--- src/rtl/uart_bytes_rx.sv ---
// uart_bytes_rx: 16x-oversampled UART byte receiver (8N1 by default).
// Each bit is sampled at oversample points 7, 8 and 9 and decided by a 2-of-3
// majority vote. A good frame updates data and emits a one-cycle rx_done. A
// bad stop bit emits a one-cycle frame_err and leaves data unchanged.
// Optional feature macro: UART_RX_PARITY_EN adds a parity bit after the data
// bits. PARITY_ODD selects the parity sense (0 = even, 1 = odd).
// The receiver returns to IDLE at the stop-bit decision point, so it can catch
// a start edge that immediately follows the stop bit.
module uart_bytes_rx #(
    parameter int CLK_FREQ = 50_000_000
`ifdef UART_RX_PARITY_EN
    ,
    parameter bit PARITY_ODD = 1'b0
`endif
) (
    input  logic       sys_clk,
    input  logic       sys_rst_n,
    input  logic [2:0] baud_set,
    input  logic       uart_rx,
    output logic [7:0] data,
    output logic       rx_done,
    output logic       uart_state,
    output logic       frame_err
);

    // The slowest rate (9600) needs the largest divider, so it sets the width.
    localparam int DIV_MAX = CLK_FREQ / (9600 * 16) - 1;
    localparam int DIV_W   = (DIV_MAX > 1) ? $clog2(DIV_MAX + 1) : 1;

    localparam logic [DIV_W-1:0] DIV_9600   = DIV_W'(CLK_FREQ / (9600 * 16) - 1);
    localparam logic [DIV_W-1:0] DIV_19200  = DIV_W'(CLK_FREQ / (19200 * 16) - 1);
    localparam logic [DIV_W-1:0] DIV_38400  = DIV_W'(CLK_FREQ / (38400 * 16) - 1);
    localparam logic [DIV_W-1:0] DIV_57600  = DIV_W'(CLK_FREQ / (57600 * 16) - 1);
    localparam logic [DIV_W-1:0] DIV_115200 = DIV_W'(CLK_FREQ / (115200 * 16) - 1);

    typedef enum logic [2:0] {
        ST_IDLE,
        ST_START,
        ST_DATA,
`ifdef UART_RX_PARITY_EN
        ST_PARITY,
`endif
        ST_STOP
    } state_t;

    state_t           state_reg;
    state_t           state_next;

    logic             rx_meta_reg;
    logic             rx_sync_reg;
    logic             rx_prev_reg;
    logic [2:0]       baud_reg;
    logic [DIV_W-1:0] div_sel;
    logic [DIV_W-1:0] tick_cnt_reg;
    logic [3:0]       sample_cnt_reg;
    logic [2:0]       bit_cnt_reg;
    logic             vote7_reg;
    logic             vote8_reg;
    logic [7:0]       shift_reg;
    logic [7:0]       data_reg;
    logic             rx_done_reg;
    logic             frame_err_reg;

    logic             start_det;
    logic             tick;
    logic             at_sample9;
    logic             bit_wrap;
    logic             voted;
    logic             parity_ok;
    logic             accept;
    logic             reject;

    // Synchronizer and edge-detect flops; they idle high like the line.
    always_ff @(posedge sys_clk or negedge sys_rst_n) begin
        if (!sys_rst_n) begin
            rx_meta_reg <= 1'b1;
            rx_sync_reg <= 1'b1;
            rx_prev_reg <= 1'b1;
        end else begin
            rx_meta_reg <= uart_rx;
            rx_sync_reg <= rx_meta_reg;
            rx_prev_reg <= rx_sync_reg;
        end
    end

    assign start_det  = (state_reg == ST_IDLE) && rx_prev_reg && !rx_sync_reg;
    assign tick       = (state_reg != ST_IDLE) && (tick_cnt_reg == div_sel);
    assign at_sample9 = tick && (sample_cnt_reg == 4'd9);
    assign bit_wrap   = tick && (sample_cnt_reg == 4'd15);
    // Samples 7 and 8 are stored; sample 9 is the live synchronized line.
    assign voted      = (vote7_reg & vote8_reg) | (vote7_reg & rx_sync_reg) |
                        (vote8_reg & rx_sync_reg);

`ifdef UART_RX_PARITY_EN
    logic parity_bit_reg;

    // Parity bit capture, sampled and voted like any data bit.
    always_ff @(posedge sys_clk or negedge sys_rst_n) begin
        if (!sys_rst_n) begin
            parity_bit_reg <= 1'b0;
        end else if ((state_reg == ST_PARITY) && at_sample9) begin
            parity_bit_reg <= voted;
        end
    end

    assign parity_ok = (((^shift_reg) ^ parity_bit_reg) == PARITY_ODD);
`else
    assign parity_ok = 1'b1;
`endif

    // Divider reload value for the baud rate latched at start detect.
    always_comb begin
        div_sel = DIV_115200;
        case (baud_reg)
            3'd0:    div_sel = DIV_9600;
            3'd1:    div_sel = DIV_19200;
            3'd2:    div_sel = DIV_38400;
            3'd3:    div_sel = DIV_57600;
            default: div_sel = DIV_115200;
        endcase
    end

    // FSM state register.
    always_ff @(posedge sys_clk or negedge sys_rst_n) begin
        if (!sys_rst_n) begin
            state_reg <= ST_IDLE;
        end else begin
            state_reg <= state_next;
        end
    end

    // Next-state logic plus the accept/reject decision at the stop bit.
    always_comb begin
        state_next = state_reg;
        accept     = 1'b0;
        reject     = 1'b0;
        case (state_reg)
            ST_IDLE: begin
                if (start_det) state_next = ST_START;
            end
            ST_START: begin
                if (at_sample9 && voted) begin
                    state_next = ST_IDLE;
                end else if (bit_wrap) begin
                    state_next = ST_DATA;
                end
            end
            ST_DATA: begin
                if (bit_wrap && (bit_cnt_reg == 3'd7)) begin
`ifdef UART_RX_PARITY_EN
                    state_next = ST_PARITY;
`else
                    state_next = ST_STOP;
`endif
                end
            end
`ifdef UART_RX_PARITY_EN
            ST_PARITY: begin
                if (bit_wrap) state_next = ST_STOP;
            end
`endif
            ST_STOP: begin
                if (at_sample9) begin
                    accept     = voted && parity_ok;
                    reject     = !(voted && parity_ok);
                    state_next = ST_IDLE;
                end
            end
            default: state_next = ST_IDLE;
        endcase
    end

    // Oversampling counters; they rest at zero in IDLE, so tick phase is
    // referenced to the start edge.
    always_ff @(posedge sys_clk or negedge sys_rst_n) begin
        if (!sys_rst_n) begin
            tick_cnt_reg   <= '0;
            sample_cnt_reg <= 4'd0;
            bit_cnt_reg    <= 3'd0;
        end else if (state_reg == ST_IDLE) begin
            tick_cnt_reg   <= '0;
            sample_cnt_reg <= 4'd0;
            bit_cnt_reg    <= 3'd0;
        end else begin
            tick_cnt_reg <= tick ? '0 : tick_cnt_reg + DIV_W'(1);
            if (tick) sample_cnt_reg <= sample_cnt_reg + 4'd1;
            if ((state_reg == ST_DATA) && bit_wrap) bit_cnt_reg <= bit_cnt_reg + 3'd1;
        end
    end

    // Baud latch, vote samples and LSB-first shift register.
    always_ff @(posedge sys_clk or negedge sys_rst_n) begin
        if (!sys_rst_n) begin
            baud_reg  <= 3'd0;
            vote7_reg <= 1'b1;
            vote8_reg <= 1'b1;
            shift_reg <= 8'h00;
        end else begin
            if (start_det) baud_reg <= baud_set;
            if (tick && (sample_cnt_reg == 4'd7)) vote7_reg <= rx_sync_reg;
            if (tick && (sample_cnt_reg == 4'd8)) vote8_reg <= rx_sync_reg;
            if ((state_reg == ST_DATA) && at_sample9) shift_reg <= {voted, shift_reg[7:1]};
        end
    end

    // Output register: data and the two mutually exclusive one-cycle strobes.
    always_ff @(posedge sys_clk or negedge sys_rst_n) begin
        if (!sys_rst_n) begin
            data_reg      <= 8'h00;
            rx_done_reg   <= 1'b0;
            frame_err_reg <= 1'b0;
        end else begin
            rx_done_reg   <= accept;
            frame_err_reg <= reject;
            if (accept) data_reg <= shift_reg;
        end
    end

    assign data       = data_reg;
    assign rx_done    = rx_done_reg;
    assign frame_err  = frame_err_reg;
    assign uart_state = (state_reg != ST_IDLE);

endmodule

--- config.mk ---
export PLATFORM = sky130hd
export DESIGN_NAME = uart_bytes_rx
export DESIGN_NICKNAME = d
export VERILOG_FILES = /design/src/rtl/uart_bytes_rx.sv
export SDC_FILE = /design/constraint.sdc
export NUM_CORES = 1
export LEC_CHECK = 0
export ABC_AREA = 1
export CELL_PAD_IN_SITES_DETAIL_PLACEMENT = 2
export CELL_PAD_IN_SITES_GLOBAL_PLACEMENT = 2
export CORE_MARGIN = 5
export CORE_UTILIZATION = 37
export DETAILED_ROUTE_END_ITERATION = 12
export GPL_ROUTABILITY_DRIVEN = 1
export PLACE_DENSITY = 0.83
export SYNTH_ARGS = -nofsm -noshare
export SYNTH_HDL_FRONTEND = slang
export SYNTH_SLANG_ARGS = --single-unit
--- constraint.sdc ---
create_clock -name sys_clk -period 3.54 [get_ports sys_clk]
set_clock_uncertainty 0.1 [all_clocks]
set_input_delay 0.354 -clock sys_clk [delete_from_list [all_inputs] [get_ports sys_clk]]
set_output_delay 0.354 -clock sys_clk [all_outputs]
set_load 0.1 [all_outputs]
==> results of run 1 <==
## cells in the mapped netlist, drive strengths merged
| library cell | n |
|---|---|
| a21oi | 4 |
| a31oi | 2 |
| buf | 2 |
| dfrtp | 39 |
| dfstp | 5 |
| ha | 6 |
| inv | 47 |
| nand2 | 74 |
| nand3 | 22 |
| nand4 | 4 |
| nor2 | 30 |
| nor3 | 6 |
| o21a | 1 |
| o21ai | 26 |
| o41ai | 1 |
| xor2 | 3 |
## how the worst max path moves through the flow
stage,slack (ps),endpoint,from,cells after the start
finish,770,uart_state,state_reg[1],3
global route,650,uart_state,state_reg[1],3
CTS,750,uart_state,state_reg[1],3
detailed placement,1090,uart_state,state_reg[1],3
global placement,1140,uart_state,state_reg[1],3
floorplan,1390,data[6],state_reg[1],8
## area by class of cell
type / count / area, um^2 / share of cell area
clock buffer: 5 / 68.8 / 0.0270
clock inverter: 3 / 23.8 / 0.00932
inverter: 47 / 176 / 0.0692
multi-input combinational: 179 / 926 / 0.363
sequential: 44 / 1110 / 0.434
tap: 75 / 93.8 / 0.0368
timing repair buffer: 16 / 155 / 0.0608
## power by group
part	internal [mW]	switching [mW]	total (mW)
Clock	0.140	0.189	0.329
Combinational	0.159	0.423	0.582
Sequential	0.555	0.0622	0.617
Total	0.854	0.674	1.53
## cells by family after synthesis
logic type / after synthesis
AND/OR/NAND/NOR: 136
XOR/XNOR: 3
adder cells (fa/ha/maj): 6
flip-flops: 44
AO/OA/AOI/OAI: 34
buffers and inverters: 49
## critical path: stages (launching register included)
cell             delay, ps
dfrtp_1                430
nor2_2                 350
inv_1                  220
clkdlybuf4s50_1       1020
## metrics by stage
| stage | hold slack (ps) | setup WS (ps) | util | instances | total power [mW] |
|---|---|---|---|---|---|
| 2_1_floorplan | -41.6 | 1390 | - | 272 | 1.05 |
| 5_1_grt | 223 | 654 | 0.433 | 369 | 1.65 |
| 3_3_place_gp | 250 | 1140 | 0.418 | 361 | 1.19 |
| 3_5_place_dp | 247 | 1090 | 0.418 | 361 | 1.22 |
| 4_1_cts | 169 | 751 | 0.433 | 369 | 1.56 |
| 6_report | 134 | 771 | 0.433 | 369 | 1.53 |
## per-layer routing
layer  up-vias  wire length (um)  GRT usage
met5         -                 0          0
li1        890                 -          -
met3         4               153     0.0282
met1       892              2510      0.196
met4         0                38     0.0377
met2        20              2780      0.282
==> flow_metrics.py, run 1 <==
metrics = {
    "cells_and_area": {
        "final_common_cell": "nand2_1",
        "final_cell_mix": "72 x nand2_1, 43 x inv_1, 39 x dfrtp_1, 24 x nor2_1, 20 x nand3_1",
        "nets": 305,
        "drive_above_1_share": 0.126,
        "antenna_cells": 0,
        "largest_reg_flops": 9,
        "syn2layout_area_growth_pct": 14.3,
        "n_fill_cell": 699,
        "finalInstanceArea_mm2": 0.00255,
    },
    "clock_network": {
        "postCtsSetupBuffers": 0,
        "root_buffer": "clkbuf_8",
        "cts-buffers-inserted": 5,
        "cts_num_sinks": 44,
        "clock_latency_ps": 300,
        "post_cts_resized": 0,
        "htree_levels": 2,
        "clk_pin_slew_worst_paths_ps": 90,
        "cts_tree": "yes",
        "ctsHoldBuffers": 0,
        "clockBufferDepth": 2,
    },
    "worst_setup_path": {
        "r2r_setup_slack_ps": 1420,
        "critPathLaunchType": "flop",
        "endpoint_kind": "primary output",
        "required_ps": 3090,
        "ff2ff_path_depth": 13,
        "r2r_start": "baud_reg[2]",
        "path_max_fanout": 6,
        "arrival_ps": 2310,
        "r2r-end": "data[0]",
        "worst-setup-path-type": "flop to primary output",
    },
    "logic_synthesis": {
        "netlist_instances": 272,
        "synth_adder_area_share": 0.0336,
        "synth_top_cell_by_area": "dfrtp_1",
        "syn_area_mm2": 0.00223,
        "synth-seq-area-share": 0.496,
        "synth_fp_nets": 284,
        "syn_area_per_cell_um2": 8.21,
        "netlist.area_leader.share": 0.437,
        "synth_top_family_by_area": "simple AND/OR/NAND/NOR gates",
        "synth.area.top_cells": "dfrtp_1 44%, nand2_1 12%, inv_1 7.2%, dfstp_2 5.9%, nand3_1 4.5%",
        "muxShareOfSynthArea": 0,
        "synth_warnings": 0,
        "synth_simple_gate_area_frac": 0.277,
        "synth_xor_xnor_area_share": 0.0118,
        "synth-compound-area-share": 0.0919,
        "yosysUniqueCellTypes": 25,
        "synth_seq_cells": 44,
    },
    "route": {
        "wl_per_cell_um": 14.9,
        "drt_iter0_markers": 32,
        "vias": 1806,
        "drc": 0,
        "vias_per_cell": 4.89,
        "ant_nets": 0,
        "firstDrtPassIters": 4,
        "wirelength_um": 5490,
    },
    "sta": {
        "max_freq_mhz": 361,
        "hold_viol": 0,
        "drv_slew": 0,
        "finalSetupViolCount": 0,
        "grt_setup_unrepaired": "false",
        "finalCritPeriodShare": 0.782,
        "fin_tns_setup_ps": 0,
        "slew_headroom": 0.315,
        "period_minus_slack_ps": 2770,
        "tightest_slew_ps": 1030,
    },
    "pwr": {
        "leakagePower_nw": 1.20,
        "powerDensity_mw_per_mm2": 599,
        "ir_drop_uv": 364,
    },
    "job": {
        "maxCapViolations": 0,
    },
    "floorplan": {
        "core_mm2": 0.00589,
        "rows": 28,
        "die_y_um": 87.7,
        "io_pins": 17,
        "start_util": 0.379,
        "die-area_mm2": 0.00769,
        "die_w_um": 87.7,
    },
    "run_status": {
        "outcome": "finished, final reports clean",
    },
    "placement": {
        "hpwl_um": 4190,
        "placed_area_mm2": 0.00246,
        "place.gp.congestion": 0.760,
        "port_buffers": 16,
    },
    "global_routing": {
        "antenna_found_initial": 0,
        "grt.overflow.total": 0,
        "grt_use_total": 0.158,
        "first_global_vias": 2006,
        "grt_pass1_wl_um": 9440,
        "grt_max_degree": 45,
    },
    "worst_hold_path": {
        "hp-class": "input port to async pin",
    },
}
Power figures use the tool's default switching activity.
==> inputs of run 2 (changes only) <==
--- a/config.mk
+++ b/config.mk
@@ -9,10 +9,10 @@
 export CELL_PAD_IN_SITES_DETAIL_PLACEMENT = 2
 export CELL_PAD_IN_SITES_GLOBAL_PLACEMENT = 2
 export CORE_MARGIN = 5
-export CORE_UTILIZATION = 37
+export CORE_UTILIZATION = 31
 export DETAILED_ROUTE_END_ITERATION = 12
 export GPL_ROUTABILITY_DRIVEN = 1
-export PLACE_DENSITY = 0.83
+export PLACE_DENSITY = 0.74
 export SYNTH_ARGS = -nofsm -noshare
 export SYNTH_HDL_FRONTEND = slang
 export SYNTH_SLANG_ARGS = --single-unit
==> constraint.sdc (replaced) <==
create_clock -name sys_clk -period 2.26 [get_ports sys_clk]
set_clock_uncertainty 0.1 [all_clocks]
set_input_delay 0.226 -clock sys_clk [delete_from_list [all_inputs] [get_ports sys_clk]]
set_output_delay 0.226 -clock sys_clk [all_outputs]
set_load 0.1 [all_outputs]
==> flow_metrics.py, run 2 (same netlist as run 1, synthesis figures left out) <==
metrics = {
    "run_status": {
        "outcome": "finished, final reports clean",
    },
    "worst_setup_path": {
        "crit_top_cell": "nand2_1",
        "r2r_setup_slack_ps": 180,
        "critPathLaunchType": "flop",
        "cp-startpoint": "baud_reg[2]",
        "crit_end": "data[1]",
        "required_ps": 2360,
        "r2r-end": "data[1]",
        "cp.depth": 12,
        "path_max_fanout": 16,
        "endpoint_kind": "flop",
        "worst-setup-path-type": "flop to flop",
        "r2r_start": "baud_reg[2]",
        "crit_buf_inv": 2,
        "slowest_delay_ps": 460,
        "critical-path-slowest-cell": "dfrtp_2",
        "cp_top_family": "simple AND/OR/NAND/NOR gates",
        "arrival_ps": 2170,
        "ff2ff_path_depth": 12,
        "crit_path_cell_trace": "inv_2 > nand2_1 > nand2_1 > nand2_1 > nor2_1 > nand2_1 > nor2_2 > nand4_2 > inv_2 > nand3_4 > nand2_1 > o21ai_2",
    },
    "cells_and_area": {
        "antenna_cells": 0,
        "final_common_cell": "nand2_1",
        "syn2layout_area_growth_pct": 17.3,
        "final_cell_mix": "72 x nand2_1, 42 x inv_1, 37 x dfrtp_1, 23 x nor2_1, 20 x nand3_1",
        "drive_above_1_share": 0.182,
        "nets": 308,
        "final_cells": 396,
        "finalInstanceArea_mm2": 0.00262,
        "largest_reg_flops": 9,
    },
    "clock_network": {
        "clk_pin_slew_worst_paths_ps": 100,
        "postCtsSetupBuffers": 0,
        "cts-buffers-inserted": 5,
        "clockBufferDepth": 2,
        "cts_tree": "yes",
        "htree_levels": 2,
        "clock_latency_ps": 300,
        "cts_num_sinks": 44,
        "root_buffer": "clkbuf_8",
    },
    "global_routing": {
        "met1_usage": 0.179,
        "grtUsageMet3": 0.0239,
        "grt_pass1_wl_um": 9850,
        "antenna_found_initial": 0,
        "grt_max_degree": 27,
        "busiest_layer": "met2",
        "grt.overflow.total": 0,
        "grtUsageMet2": 0.244,
        "first_global_vias": 2042,
        "grt_use_total": 0.141,
    },
    "floorplan": {
        "die_y_um": 94.9,
        "die-area_mm2": 0.00900,
        "start_util": 0.313,
        "core_mm2": 0.00714,
        "die_w_um": 94.9,
        "io_pins": 17,
        "rows": 31,
    },
    "job": {
        "maxCapViolations": 0,
    },
    "pwr": {
        "leakagePower_nw": 1.25,
        "ir_drop_uv": 539,
        "powerDensity_mw_per_mm2": 975,
        "power.total_mw": 2.55,
    },
    "sta": {
        "finalSetupViolCount": 0,
        "finalCritPeriodShare": 0.919,
        "max_freq_mhz": 481,
        "period_minus_slack_ps": 2080,
        "hold_slack_ps": 226,
        "grt_setup_unrepaired": "true",
        "tightest_slew_ps": 481,
        "drv_slew": 0,
        "hold_viol": 0,
        "slew_headroom": 0.679,
    },
    "route": {
        "firstDrtPassIters": 4,
        "wirelength_um": 5590,
        "drt_iter0_markers": 19,
        "wl_per_cell_um": 14.1,
        "ant_nets": 0,
        "drc": 0,
        "vias_per_cell": 4.60,
        "vias": 1820,
    },
    "placement": {
        "dp_cells": 387,
        "placed_area_mm2": 0.00248,
        "port_buffers": 16,
        "hpwl_um": 4260,
        "place.gp.congestion": 0.793,
    },
    "worst_hold_path": {
        "hp-class": "input port to flop",
    },
}
==> run 2: cell count changes in the layout (fill, tap and decap cells not counted), moves of 2 or more <==
cell / before / now
buf_4: 0 / 13
clkdlybuf4s50_1: 15 / 4
clkinvlp_4: 2 / 0
dfrtp_1: 39 / 37
dfrtp_2: 0 / 2
nor2_4: 0 / 2
==> run 2: metal layers <==
metal,vias up,part of all wire
met2,23,0.49
met5,-,0
li1,895,-
met4,0,0.014
met3,5,0.033
met1,897,0.46
==> run 2: per-stage QoR <==
stage | setup WS, ps | util | setup TNS, ps
finish | 183 | 0.367 | 0
global placement | 218 | 0.347 | 0
CTS | 133 | 0.365 | 0
global route | -88.5 | 0.367 | -691
floorplan | 108 | - | 0
detailed placement | 154 | 0.347 | 0
==> run 2: worst reg2reg max path: stages (launching register included) <==
cell and delay, ps:
dfrtp_2 460, inv_2 120, nand2_1 60, nand2_1 60, nand2_1 50, nor2_1 170, nand2_1 110, nor2_2 140
nand4_2 130, inv_2 130, nand3_4 200, nand2_1 170, o21ai_2 70
==> run 2: power breakdown <==
group / leakage (nW) / switching, mW / internal (mW)
registers: 0.583 / 0.111 / 0.873
logic: 0.608 / 0.673 / 0.270
clock network: 0.0583 / 0.291 / 0.333
total: 1.25 / 1.08 / 1.48
==> run 2: worst min-delay path by stage <==
stage / from / end / slack, ps / depth (start not counted)
6_report: uart_rx / rx_meta_reg / 230 / 1
5_1_grt: uart_rx / rx_meta_reg / 210 / 1
4_1_cts: uart_rx / rx_meta_reg / 210 / 1
3_5_place_dp: sys_rst_n / tick_cnt_reg[7] / 120 / 1
3_3_place_gp: sys_rst_n / tick_cnt_reg[8] / 100 / 1
2_1_floorplan: sys_rst_n / baud_reg[0] / -170 / 0
==> run 2: layout make-up <==
type                            count  area (um^2)
Timing Repair Buffer               19          153
Clock buffer                        5         68.8
Multi-Input combinational cell    179          938
Sequential cell                    44         1110
Inverter                           47          176
Tap cell                           99          124
Fill cell                         840         4520
Clock inverter                      3         47.5
==> run 2: what timing repair did <==
| action | in CTS | in global routing |
|---|---|---|
| endpoints found under the hold margin | 14 | 0 |
| resized for setup | 0 | 6 |
| hold buffers | 1 | 0 |
| endpoints found under the setup margin | 0 | 18 |
==> inputs of run 3 (changes only) <==
--- a/config.mk
+++ b/config.mk
@@ -8,7 +8,6 @@
 export ABC_AREA = 1
 export CELL_PAD_IN_SITES_DETAIL_PLACEMENT = 2
 export CELL_PAD_IN_SITES_GLOBAL_PLACEMENT = 2
-export CORE_MARGIN = 5
 export CORE_UTILIZATION = 31
 export DETAILED_ROUTE_END_ITERATION = 12
 export GPL_ROUTABILITY_DRIVEN = 1
==> flow_metrics.py, run 3 (same netlist as run 1, synthesis figures left out) <==
metrics = {
    "run_status": {
        "outcome": "finished, final reports clean",
    },
    "worst_setup_path": {
        "critPathLaunchType": "flop",
        "critical-path-slowest-cell": "dfrtp_2",
        "crit_top_cell": "nand2_1",
        "arrival_ps": 2190,
        "required_ps": 2360,
        "worst-setup-path-type": "flop to flop",
        "crit_path_cell_trace": "nor2_2 > buf_4 > nand2_1 > nand2_1 > nor2_1 > nand2_1 > nor2_1 > nand4_2 > inv_2 > nand3_2 > nand2_1 > o21ai_2",
        "endpoint_kind": "flop",
        "crit_buf_inv": 2,
        "cp_top_family": "simple AND/OR/NAND/NOR gates",
        "slowest_delay_ps": 450,
        "path_max_fanout": 8,
    },
    "cells_and_area": {
        "largest_reg_flops": 9,
        "final_common_cell": "nand2_1",
        "register_area_mm2": 0.00111,
        "final_cell_mix": "72 x nand2_1, 43 x inv_1, 37 x dfrtp_1, 24 x nor2_1, 20 x nand3_1",
        "syn2layout_area_growth_pct": 17.9,
        "multi_input_area_um2": 936,
        "antenna_cells": 0,
        "n_fill_cell": 811,
        "nets": 310,
        "drive_above_1_share": 0.181,
        "finalInstanceArea_mm2": 0.00263,
    },
    "route": {
        "vias_per_cell": 4.66,
        "ant_nets": 0,
        "wl_per_cell_um": 13.7,
        "drc": 0,
        "firstDrtPassIters": 4,
        "drt_iter0_markers": 36,
        "wirelength_um": 5410,
        "vias": 1839,
    },
    "clock_network": {
        "postCtsSetupBuffers": 0,
        "cts-buffers-inserted": 5,
        "clockBufferDepth": 2,
        "clk_pin_slew_worst_paths_ps": 90,
        "root_buffer": "clkbuf_8",
        "clock_latency_ps": 300,
        "htree_levels": 2,
        "cts_tree": "yes",
        "cts_num_sinks": 44,
    },
    "worst_hold_path": {
        "hp-class": "input port to flop",
    },
    "sta": {
        "finalSetupViolCount": 0,
        "slew_headroom": 0.749,
        "period_minus_slack_ps": 2090,
        "hold_viol": 0,
        "finalCritPeriodShare": 0.924,
        "drv_slew": 0,
        "tightest_slew_ps": 373,
        "grt_setup_unrepaired": "true",
        "max_freq_mhz": 479,
        "setup_slack_ps": 173,
    },
    "global_routing": {
        "first_global_vias": 1982,
        "grt_max_degree": 45,
        "antenna_found_initial": 0,
        "grt_pass1_wl_um": 9450,
        "grt_use_total": 0.161,
        "grt.overflow.total": 0,
    },
    "floorplan": {
        "die-area_mm2": 0.00754,
        "core_mm2": 0.00687,
        "rows": 30,
        "start_util": 0.325,
        "io_pins": 17,
        "die_w_um": 86.9,
        "die_y_um": 86.9,
    },
    "pwr": {
        "switching_share": 0.415,
        "p_comb_frac": 0.368,
        "ir_drop_uv": 614,
        "leakagePower_nw": 1.26,
        "p_sw_mw": 1.05,
        "intPower_mw": 1.48,
        "powerDensity_mw_per_mm2": 963,
        "power_frac_clock": 0.249,
        "power.total_mw": 2.53,
        "seqPwrFrac": 0.384,
    },
    "job": {
        "maxCapViolations": 0,
    },
    "placement": {
        "placed_area_mm2": 0.00249,
        "port_buffers": 16,
        "place.gp.congestion": 0.767,
        "detailedPlace.worstSlack_ps": 110,
        "hpwl_um": 4000,
    },
}
==> run 3: cell count changes in the layout (fill, tap and decap cells not counted) <==
cell / change
nor2_4: -2
buf_12: +1
inv_1: +1
inv_2: -1
nand3_2: +1
nor2_1: +1
nor2_2: +1
==> run 3: routing by layer <==
metal	vias to the layer above	routed length, um	GRT usage
met5	-	0	0
met4	0	61	0.0500
met3	8	101	0.0237
met2	22	2600	0.276
met1	905	2650	0.209
li1	904	-	-
==> run 3: worst reg2reg max path: cells and delay by family, from the launching register on <==
family                 cells  cell delay (ps)
and+or+nand+nor            9             1100
DFF                        1              450
buffers and inverters      2              290
AOI/OAI and AO/OA          1               60
==> run 3: final cells by class <==
class,count,share of cell area
well taps,96,0.0456
flip-flops and latches,44,0.422
clock inverters,3,0.0181
multi-input cells,180,0.356
repair buffers,20,0.0656
clock buffers,5,0.0262
inverters,47,0.0670
==> run 3: final timing paths <==
path                            slack (ps)           to  cells past startpoint        start
max in group asynchronous             1450  rx_meta_reg                      3    sys_rst_n
min in group asynchronous              340      data[1]                      3    sys_rst_n
worst max register to register         170      data[5]                     12  baud_reg[2]
worst max-delay path                   170      data[5]                     12  baud_reg[2]
worst min-delay path                   220  rx_meta_reg                      1      uart_rx
worst min register to register         260  rx_sync_reg                      0  rx_meta_reg
==> run 3: power groups by stage <==
| stage | Sequential (mW) | Combinational (mW) | Clock (mW) |
|---|---|---|---|
| 5_1_grt | 0.994 | 1.08 | 0.683 |
| 3_5_place_dp | 0.989 | 0.946 | 0 |
| 4_1_cts | 0.973 | 0.958 | 0.659 |
| 2_1_floorplan | 0.955 | 0.685 | 0 |
| 6_report | 0.972 | 0.931 | 0.630 |
| 3_3_place_gp | 0.983 | 0.930 | 0 |
==> run 3: repair_timing <==
action / 4_1_cts / 5_1_grt
hold endpoints to repair: 39 / 0
endpoints found under the setup margin: 0 / 16
hold buffers: 1 / 0
gates resized for setup: 0 / 2
==> run 3: stage by stage <==
| step | hold WS, ps | TNS [ps] | utilization | std cells |
|---|---|---|---|---|
| after detailed placement | 133 | 0 | 0.363 | 385 |
| after global routing | 210 | -3.57 | 0.383 | 395 |
| after floorplan | -170 | 0 | - | 272 |
| after global placement | 131 | 0 | 0.363 | 385 |
| after CTS | 207 | 0 | 0.381 | 394 |
| final | 222 | 0 | 0.383 | 395 |
